## src/rtl/traffic_pkg.sv

```systemverilog
`default_nettype none
// ============================================================================
// Module      : traffic_pkg
// Description : State codes, lamp encodings and lamp decode for the
//               intersection controller.
// Revision    : 1.0 - initial release
// ============================================================================
package traffic_pkg;

    typedef enum logic [2:0] {
        NS_G = 3'd0,
        NS_Y = 3'd1,
        AR1  = 3'd2,
        EW_G = 3'd3,
        EW_Y = 3'd4,
        AR2  = 3'd5
    } state_t;

    localparam logic [2:0] c_RED = 3'b100;
    localparam logic [2:0] c_YEL = 3'b010;
    localparam logic [2:0] c_GRN = 3'b001;

    typedef struct packed {
        logic [2:0] ns;
        logic [2:0] ew;
    } lamps_t;

    // Anything not explicitly green/yellow shows red on both roads.
    function automatic lamps_t lamp_decode(input state_t s);
        lamps_t l;
        l.ns = c_RED;
        l.ew = c_RED;
        case (s)
            NS_G:    l.ns = c_GRN;
            NS_Y:    l.ns = c_YEL;
            EW_G:    l.ew = c_GRN;
            EW_Y:    l.ew = c_YEL;
            default: ;
        endcase
        return l;
    endfunction

endpackage
`default_nettype wire

```

## src/rtl/phase_timer.sv

```systemverilog
`default_nettype none
// ============================================================================
// Module      : phase_timer
// Description : Loadable down-counter with zero-expiry flag.
// Revision    : 1.0 - initial release
// ============================================================================
module phase_timer #(
    parameter int               CNT_W   = 8,
    parameter logic [CNT_W-1:0] RST_VAL = '0
) (
    input  logic             clk,
    input  logic             reset,
    input  logic             load,
    input  logic [CNT_W-1:0] load_val,
    input  logic             dec,
    output logic             expired
);

    logic [CNT_W-1:0] r_count;

    always_ff @(posedge clk or posedge reset) begin
        if (reset) begin
            r_count <= RST_VAL;
        end else if (load) begin
            r_count <= load_val;
        end else if (dec && (r_count != '0)) begin
            r_count <= r_count - 1'b1;
        end
    end

    assign expired = (r_count == '0);

endmodule
`default_nettype wire

```

## src/rtl/traffic_intersection_ctrl.sv

```systemverilog
`default_nettype none
// ============================================================================
// Module      : traffic_intersection_ctrl
// Description : Two-road intersection controller with request-gated NS green.
//               Optional pedestrian request/walk when TRAFFIC_PED_REQ_EN is
//               defined.
// Revision    : 1.0 - initial release
// ============================================================================
module traffic_intersection_ctrl
    import traffic_pkg::*;
#(
    parameter int CNT_W      = 8,
    parameter int GREEN_CYC  = 20,
    parameter int YELLOW_CYC = 4,
    parameter int ALLRED_CYC = 2
) (
    input  logic       clk,
    input  logic       reset,
    input  logic       enable,
    input  logic       sensor_ew,
    output logic [2:0] light_ns,
    output logic [2:0] light_ew,
    output logic [2:0] phase
`ifdef TRAFFIC_PED_REQ_EN
    ,
    input  logic       ped_req,
    output logic       walk
`endif
);

    function automatic logic [CNT_W-1:0] phase_load(input state_t s);
        case (s)
            NS_G, EW_G: phase_load = CNT_W'(GREEN_CYC - 1);
            NS_Y, EW_Y: phase_load = CNT_W'(YELLOW_CYC - 1);
            default:    phase_load = CNT_W'(ALLRED_CYC - 1);
        endcase
    endfunction

    state_t           r_state;
    logic             r_req;
    state_t           w_next;
    logic             w_illegal;
    logic             w_expired;
    logic             w_pending;
    logic             w_advance;
    logic             w_enter_ew;
    logic [CNT_W-1:0] w_load_val;
    lamps_t           w_lamps;

`ifdef TRAFFIC_PED_REQ_EN
    logic r_ped;
    assign w_pending = r_req | r_ped;
`else
    assign w_pending = r_req;
`endif

    always_comb begin
        w_next    = r_state;
        w_illegal = 1'b0;
        case (r_state)
            NS_G:    w_next = NS_Y;
            NS_Y:    w_next = AR1;
            AR1:     w_next = EW_G;
            EW_G:    w_next = EW_Y;
            EW_Y:    w_next = AR2;
            AR2:     w_next = NS_G;
            default: begin
                w_next    = AR1;
                w_illegal = 1'b1;
            end
        endcase
    end

    // NS green only yields once its minimum time is up and someone is waiting.
    assign w_advance  = w_illegal |
                        (enable & w_expired & ((r_state != NS_G) | w_pending));
    assign w_enter_ew = w_advance & (w_next == EW_G);
    assign w_load_val = phase_load(w_next);
    assign w_lamps    = lamp_decode(w_next);

    phase_timer #(
        .CNT_W   (CNT_W),
        .RST_VAL (CNT_W'(ALLRED_CYC - 1))
    ) u_phase_timer (
        .clk      (clk),
        .reset    (reset),
        .load     (w_advance),
        .load_val (w_load_val),
        .dec      (enable),
        .expired  (w_expired)
    );

    always_ff @(posedge clk or posedge reset) begin
        if (reset) begin
            r_state  <= AR2;
            r_req    <= 1'b0;
            light_ns <= c_RED;
            light_ew <= c_RED;
            phase    <= AR2;
`ifdef TRAFFIC_PED_REQ_EN
            r_ped    <= 1'b0;
            walk     <= 1'b0;
`endif
        end else begin
            if (w_advance) begin
                r_state  <= w_next;
                light_ns <= w_lamps.ns;
                light_ew <= w_lamps.ew;
                phase    <= w_next;
            end
            // Entry to EW_G serves the request, so it wins over a new arrival.
            r_req <= w_enter_ew ? 1'b0 : (r_req | sensor_ew);
`ifdef TRAFFIC_PED_REQ_EN
            r_ped <= w_enter_ew ? 1'b0 : (r_ped | ped_req);
            if (w_advance) begin
                walk <= w_enter_ew & r_ped;
            end
`endif
        end
    end

endmodule
`default_nettype wire

```

## config.mk

```make
export PLATFORM = sky130hd
export DESIGN_NAME = traffic_intersection_ctrl
export DESIGN_NICKNAME = d
export VERILOG_FILES = /design/src/rtl/traffic_pkg.sv /design/src/rtl/phase_timer.sv /design/src/rtl/traffic_intersection_ctrl.sv
export SDC_FILE = /design/constraint.sdc
export NUM_CORES = 1
export LEC_CHECK = 0
export ABC_AREA = 1
export CORE_MARGIN = 3
export CORE_UTILIZATION = 40
export DETAILED_ROUTE_END_ITERATION = 6
export GPL_ROUTABILITY_DRIVEN = 0
export SETUP_SLACK_MARGIN = 0.2
export SYNTH_ARGS = -nofsm -noshare
export SYNTH_HDL_FRONTEND = slang
export SYNTH_SLANG_ARGS = --single-unit
```

## constraint.sdc

```tcl
create_clock -name clk -period 2.4 [get_ports clk]
set_input_delay 0.36 -clock clk [delete_from_list [all_inputs] [get_ports clk]]
set_output_delay 0.36 -clock clk [all_outputs]
set_load 0.005 [all_outputs]
```

# Word level (Yosys, flattened, before mapping)
# Cells that the tools add are included.
[totals] in_bits=4 n_memories=0 ramBits=0 latch_bits=0 output_inout_bits=9 register_bits=18 romBits=0 elab_cells=38
[classes] n_eq_ne=8 mul=0 bitwise=6 n_reduce_logical=10 addsub=1 n_div=0 shifts=0 muxes=8 n_lt_le_gt_ge=0
[ops] cell="8-bit two-way mux" n=2
[ops] cell="3-bit one-hot mux with 5 select lines" n=1
[ops] cell="3-bit one-hot mux with 2 select lines" n=2
[ops] cell="5-bit one-hot mux with 2 select lines" n=1
[ops] cell="3-bit by 2-bit equality test with 1-bit output (second input constant)" n=3
[ops] cell="3-bit equality test (second input constant)" n=3
[ops] cell="8-bit logical NOT" n=1
[ops] cell="8-bit nonzero test" n=1
[ops] cell="8-bit by 1-bit subtractor with 8-bit output (second input constant)" n=1
[ops] cell="3-bit by 1-bit equality test with 1-bit output (second input constant)" n=2
[ops] cell="3-bit logical NOT" n=2
[ops] cell="6-bit OR reduction" n=1
[ops] cell="2-bit OR reduction" n=2
[ops] cell="1-bit AND" n=3
[ops] cell="1-bit bitwise OR" n=3
[ops] cell="3-bit nonzero test" n=1
[ops] cell="1-bit two-way mux" n=2
[ops] cell="2-bit nonzero test" n=1
[ops] cell="1-bit logical AND" n=1

# Longest topological paths before layout
# Gate-level depths: netlist of the first run.
[depth] word_depth=6 depth_mapped=10

# Cells and area by module
# Synthesis of the first run repeated with hierarchy kept, for this count alone.
[unflattened] hier_cells=160 hier_area_um2=1167.4
[by_module_without_submodules] mod="phase_timer" n_inst=1 area_per_inst_um2=634.4 cells_per_inst=91
[by_module_without_submodules] mod="traffic_intersection_ctrl" n_inst=1 area_per_inst_um2=533.0 cells_per_inst=69

# Least setup slack after synthesis of the first run
# Ideal clock, no wire load.
[synth_path] path_kind="register to register" startpoint="register u_phase_timer.r_count[0]" endpoint="register u_phase_timer.r_count[3]" arrival_time_ps=1450 n_path_buf=1 setup_time_ps=71 path_stages_with_launch=11 setup_slack_ps=878 cell_sequence="dfstp_2 inv_1 ha_1 nand2_2 nor2_2 nand3_2 nand2_4 inv_2 buf_6 nand2_1 nor2_1"
[synth_between] elab_chain_cells=5 elab_cells_between_ends=10 cone_classes="add/sub (1); mux (2); bitwise (3); reduce/logical (4)"
[synth_rtl] element="start, declared" line="phase_timer.sv:19" text="logic [CNT_W-1:0] r_count;"
[synth_rtl] element="start signal, assigned" line="phase_timer.sv:25" text="r_count <= load_val;"
[synth_rtl] element="start signal, assigned" line="phase_timer.sv:27" text="r_count <= r_count - 1'b1;"
[synth_rtl] element="branches (longest 5 deep; another with 8-bit by 1-bit subtractor with 8-bit output)"
# Several ways; the timed one is not identified. The select of a mux whose other input is x is not followed.
# A chain may end at the register's enable or synchronous reset.

# Worst setup path after layout of the first run
[layout_path] startpoint="register u_phase_timer.r_count[0]" endpoint="register u_phase_timer.r_count[6]"
# Same word-level chain as after synthesis.

==> impl_metrics.py, run 1 <==
metrics = {
    "status": {
        "status": "finished, final reports clean",
    },
    "logic_synthesis": {
        "syn_inst": 130,
        "synth.mux.area_fraction": 0,
        "syn_nets": 137,
        "syn-cell-area_um2": 1031,
        "ys_ff_latch": 18,
        "synth-xor-area-share": 0.04248,
        "seq_area_frac_synth": 0.4430,
        "synth_compound_area_frac": 0.08010,
        "yosys.area_share.simple": 0.3325,
        "yosysUniqueCellTypes": 25,
        "avgSynthCellArea_um2": 7.931,
        "yosysWarningCount": 0,
        "synth_fa_ha_area_frac": 0.03641,
        "synth_top_family_by_area": "simple AND/OR/NAND/NOR gates",
    },
    "place": {
        "port_buffers": 12,
        "dpl.hpwl_um": 1508,
        "place_area_um2": 1164,
    },
    "timing": {
        "fin_tns_setup_ns": 0,
        "period_needed_ns": 1.829,
        "drv_slew": 0,
        "relSlewSlack": 0.5428,
        "fmax_ghz": 0.5467,
        "post-route-period-util": 0.7621,
        "setup_viol": 0,
        "rsz0062_at_grt": "no",
        "worst_pin_slew_ns": 0.6850,
        "hold_viol": 0,
        "skew_ns": 0.01176,
    },
    "clocking": {
        "clkLatencyLatePin_ns": 0.30,
        "clockBufferDepth": 2,
        "holdBufCountCts": 0,
        "cts.sinks": 18,
        "path_clk_slew_ns": 0.12,
        "cts.htree.levels": 1,
        "cts_buffers": 3,
        "cts_tree": "done",
        "root_buffer": "clkbuf_4",
        "postCtsResizedCells": 0,
        "post-cts-setup-buffer-count": 0,
    },
    "pwr": {
        "p_leak_nw": 0.5938,
        "ir_drop_uv": 579.8,
        "powerDensity_nw_per_um2": 1252,
    },
    "layout": {
        "diodes": 0,
        "final_cell_mix": "43 x nand2_1, 16 x nor2_1, 13 x dfrtp_1, 12 x clkdlybuf4s50_1, 10 x inv_1",
        "layout_commonest_cell": "nand2_1",
        "fillers": 228,
        "drive_gt1_frac": 0.1528,
        "fin_nets": 152,
        "utilization": 0.5175,
        "syn_to_final_growth_pct": 16.38,
        "final_area_um2": 1200,
    },
    "global_routing": {
        "grt_pass1_vias": 824,
        "grt_first_pass_wirelength_um": 3450,
        "gr-total-overflow": 0,
        "track_usage": 0.1360,
        "grt_max_degree": 19,
        "antenna_found_initial": 0,
    },
    "floorplanning": {
        "num_rows": 17,
        "chipHeight_um": 56.77,
        "die_area_um2": 3223,
        "core_um2": 2318,
        "initial_core_util": 0.4447,
        "die_w_um": 56.77,
        "io_pins": 13,
    },
    "setup_path": {
        "cp.required_ns": 2.61,
        "cp-end-kind": "register",
        "crit_slowest_cell": "dfstp_2",
        "cp_common_cell": "nand2_1",
        "criticalPathCategory": "reg -> reg",
        "worstPathMaxFanout": 16,
        "critical-path-max-stage-delay_ns": 0.54,
        "crit_arrival_ns": 2.04,
        "crit_chain": "inv_1, ha_1, nand2_2, nor2_2, nand3_2, nand2_4, inv_2, nand2_1, nand2_1, nand2_1",
        "cp-start-kind": "register",
    },
    "worst_hold_path": {
        "hold_class": "in -> async",
    },
    "flow_run": {
        "maxCapViolCount": 0,
    },
    "routing": {
        "drt_iter0_markers": 7,
        "avgViaCountPerCell": 4.814,
        "dr.pass1.iters": 4,
        "postRouteAntennaNets": 0,
        "vias": 828,
        "wl_per_cell_um": 11.43,
        "drcViolationCount": 0,
        "wl_um": 1966,
    },
}
layout make-up:
class,instances,area [µm²],area share
inverter,12,45.04,0.03754
clock buffer,4,36.28,0.03024
sequential,18,456.7,0.3806
timing repair buffer,12,120.1,0.1001
multi-input combinational,98,506.7,0.4223
tap,28,35.03,0.02920
sequential cells by signal (all words and copies together), names as in the netlist:
register and count:
light_ew 3, light_ns 3, r_req 1, r_state 3, u_phase_timer.r_count 8
cells by family (layout without fill, tap and decap cells):
logic type	count (synthesis)	in the layout
flops	18	18
xor+xnor	5	5
fa+ha+maj	3	3
simple gates	78	78
buf+inv	14	28
compound gates	12	12
report_power, final:
group	internal [mW]	leakage [nW]	switching (mW)
Clock	0.0925	0.0210	0.103
Combinational	0.326	0.357	0.423
Sequential	0.448	0.216	0.111
Total	0.866	0.594	0.636
path summary, 6_finish.rpt:
check,startpoint,cells after the start,slack [ns],end
worst min register to register,light_ns[2],2,0.48,light_ns[2]
min in group clk,light_ns[2],2,0.48,light_ns[2]
max in group asynchronous,reset,2,1.51,light_ns[0]
worst min-delay path,reset,2,0.44,u_phase_timer.r_count[6]
worst max register to register,u_phase_timer.r_count[0],10,0.57,u_phase_timer.r_count[6]
worst max-delay path,u_phase_timer.r_count[0],10,0.57,u_phase_timer.r_count[6]
critical path, delay by kind of cell, from the launching register on:
| kind | cells | cell delay [ns] |
|---|---|---|
| flip-flops | 1 | 0.54 |
| buffers and inverters | 2 | 0.33 |
| AND/OR/NAND/NOR | 7 | 0.63 |
| adder cells (fa/ha/maj) | 1 | 0.25 |
synthesized netlist by cell type, drive strengths merged:
master,number,area [µm²]
nand4,1,6.260
nor2,19,83.83
o21a,2,15.01
a21boi,1,7.510
dfstp,5,131.4
inv,12,45.05
a21oi,2,10.01
ha,3,37.54
nor3,1,5.000
dfrtp,13,325.3
xor2,4,35.03
nand3b,1,7.510
o21ai,7,50.04
nand2,46,185.2
nand3,10,55.05
buf,2,22.52
xnor2,1,8.760
per-stage QoR:
step	total power, mW	setup slack, ns	instances	hold slack, ns
global route	1.651	0.3981	172	0.4848
finish	1.502	0.5710	172	0.4395
floorplan	1.099	0.8785	130	0.2949
CTS	1.519	0.5337	172	0.4657
detailed placement	1.321	0.5533	168	0.4716
global placement	1.309	0.6039	168	0.4628
per-layer routing:
| layer | share of wire | vias up | wire length (µm) | GRT usage |
|---|---|---|---|---|
| met5 | 0 | - | 0 | 0 |
| met4 | 0.0071 | 0 | 14 | 0.02980 |
| met3 | 0.044 | 2 | 86 | 0.05057 |
| met2 | 0.43 | 12 | 855 | 0.2063 |
| met1 | 0.51 | 379 | 1009 | 0.1847 |
| li1 | - | 435 | - | - |
(Power assumes the default switching activity.)
==> inputs of run 2 (changes only) <==
==> constraint.sdc (replaced) <==
create_clock -name clk -period 1.8 [get_ports clk]
set_input_delay 0.27 -clock clk [delete_from_list [all_inputs] [get_ports clk]]
set_output_delay 0.27 -clock clk [all_outputs]
set_load 0.005 [all_outputs]
==> run 2 against run 1 <==
Effect of this change: clock skew shrank 0.0091 ns; register-to-register slack got worse by 0.29 ns; final area grew 14%; utilization increased by 7.3 points; first-iteration DRC count grew to 3.0 times the previous value; worst setup slack lost 0.33 ns; via count rose by 8.0%; sequential share of layout area fell by 4.6 points; combinational power rose by 68%; critical endpoint is now phase[1]; largest cell class unchanged; largest power group unchanged.
==> impl_metrics.py, run 2 (synthesis gave the netlist of run 1 again) <==
metrics = {
    "status": {
        "status": "finished, final reports clean",
    },
    "timing": {
        "drv_slew": 0,
        "worst_pin_slew_ns": 0.2463,
        "fin_tns_setup_ns": 0,
        "post-route-period-util": 0.8659,
        "rsz0062_at_grt": "yes",
        "period_needed_ns": 1.559,
        "relSlewSlack": 0.8345,
        "skew_ns": 0.002614,
        "setup_viol": 0,
        "hold_viol": 0,
        "fmax_ghz": 0.6416,
    },
    "pwr": {
        "powerDensity_nw_per_um2": 1662,
        "ir_drop_uv": 877.4,
        "power_mw": 2.275,
        "p_sw_frac": 0.4225,
        "p_seq_frac": 0.335,
        "p_int_mw": 1.314,
        "pwr-share-comb": 0.554,
        "power.net_switching_mw": 0.9610,
        "p_leak_nw": 0.6772,
        "clkPwrFrac": 0.111,
    },
    "place": {
        "place_area_um2": 1186,
        "dpl.hpwl_um": 1523,
        "port_buffers": 12,
    },
    "setup_path": {
        "cp-end-kind": "output port",
        "worst-path-stages": 1,
        "cp-endpoint": "phase[1]",
        "r2r-start": "u_phase_timer.r_count[0]",
        "cp_num_buf_inv": 1,
        "worstPathMaxFanout": 7,
        "criticalPathCategory": "reg -> out",
        "cp-start-kind": "register",
        "worst_r2r_endpoint": "u_phase_timer.r_count[1]",
        "cp.required_ns": 1.53,
        "startpoint": "r_state[1]",
        "reg2regPathDepth": 10,
        "critical-path-max-stage-delay_ns": 0.53,
        "crit_arrival_ns": 1.29,
        "ff2ff_setup_slack_ns": 0.28,
        "critical_path.top_delay_family": "buffers and inverters",
        "crit_chain": "clkdlybuf4s50_1",
        "crit_slowest_cell": "clkdlybuf4s50_1",
    },
    "clocking": {
        "clkLatencyLatePin_ns": 0.29,
        "cts.sinks": 18,
        "holdBufCountCts": 0,
        "cts_tree": "done",
        "path_clk_slew_ns": 0.11,
        "clockBufferDepth": 2,
        "root_buffer": "clkbuf_4",
        "cts.htree.levels": 1,
        "cts_buffers": 3,
    },
    "floorplanning": {
        "io_pins": 13,
        "num_rows": 17,
        "initial_core_util": 0.4447,
        "die_area_um2": 3223,
        "die_w_um": 56.77,
        "chipHeight_um": 56.77,
        "core_um2": 2318,
    },
    "layout": {
        "layout_commonest_cell": "nand2_1",
        "syn_to_final_growth_pct": 32.77,
        "fin_nets": 163,
        "top_register": "u_phase_timer.r_count",
        "diodes": 0,
        "largest_reg_flops": 8,
        "final_area_um2": 1369,
        "final_cell_mix": "40 x nand2_1, 15 x nor2_1, 12 x dfrtp_1, 9 x nand3_1, 8 x clkdlybuf4s50_1",
        "drive_gt1_frac": 0.2774,
    },
    "routing": {
        "postRouteAntennaNets": 0,
        "wl_um": 2199,
        "drcViolationCount": 0,
        "top_layer": "met4",
        "wl_met1_um": 1050,
        "avgViaCountPerCell": 4.885,
        "vias": 894,
        "wl_per_cell_um": 12.02,
        "drt_iter0_markers": 21,
        "wl_met2_um": 1037,
        "dr.pass1.iters": 4,
        "wl_met3_um": 96,
    },
    "flow_run": {
        "maxCapViolCount": 0,
    },
    "global_routing": {
        "antenna_found_initial": 0,
        "grt_pass1_vias": 837,
        "gr-total-overflow": 0,
        "grt_max_degree": 19,
        "grt_first_pass_wirelength_um": 3698,
        "track_usage": 0.1467,
    },
    "worst_hold_path": {
        "hold_class": "in -> async",
    },
}
-- run 2: cell count changes in the layout (fill, tap and decap cells not counted), sizes merged --
| cell | change |
|---|---|
| buf | +11 |
| clkdlybuf4s50 | -4 |
| dlygate4sd2 | +4 |
-- run 2: routing by layer --
metal | global-route usage | up-vias
li1 | - | 464
met5 | 0 | -
met1 | 0.1935 | 417
met2 | 0.2343 | 11
met4 | 0.01987 | 0
met3 | 0.05517 | 2
-- run 2: worst min-delay path: cells and delay by family --
family                 cells  cell delay, ns
buffers and inverters      3            0.69
-- run 2: timing repair --
action                                  CTS  global route
endpoints found under the setup margin   16            17
buffers inserted                          5             3
gates resized for setup                   7            18
pin swaps                                 1             6
-- run 2: per-stage QoR --
step,util,instances,hold slack [ns],setup slack [ns]
final,0.5904,183,0.2800,0.2413
after global routing,0.5904,183,0.2896,0.1731
after CTS,0.5440,180,0.2746,0.2025
after detailed placement,0.5116,171,0.4605,0.09485
after global placement,0.5116,171,0.4640,0.1362
after floorplan,-,130,0.2049,0.2785
-- run 2: cell type report --
type | count | area, µm²
clock buffer | 4 | 36.28
fill | 215 | 949.7
inverter | 12 | 50.05
multi-input combinational | 98 | 564.3
sequential | 18 | 457.9
tap | 28 | 35.03
timing repair buffer | 23 | 225.2
-- run 2: power by group through the flow --
| stage | Combinational (mW) | Clock (mW) | Sequential, mW |
|---|---|---|---|
| after floorplan | 0.734 | 0 | 0.732 |
| after CTS | 1.07 | 0.268 | 0.741 |
| after detailed placement | 1.02 | 0 | 0.758 |
| after global placement | 1.02 | 0 | 0.752 |
| after global routing | 1.44 | 0.285 | 0.787 |
| final | 1.26 | 0.252 | 0.763 |
-- run 2: worst min-delay path by stage --
stage | from | to | cells after the start
floorplan | reset | light_ew[0] | 1
detailed placement | light_ns[2] | light_ns[2] | 2
finish | reset | u_phase_timer.r_count[6] | 3
CTS | reset | u_phase_timer.r_count[2] | 3
global route | reset | u_phase_timer.r_count[2] | 3
global placement | light_ns[2] | light_ns[2] | 2
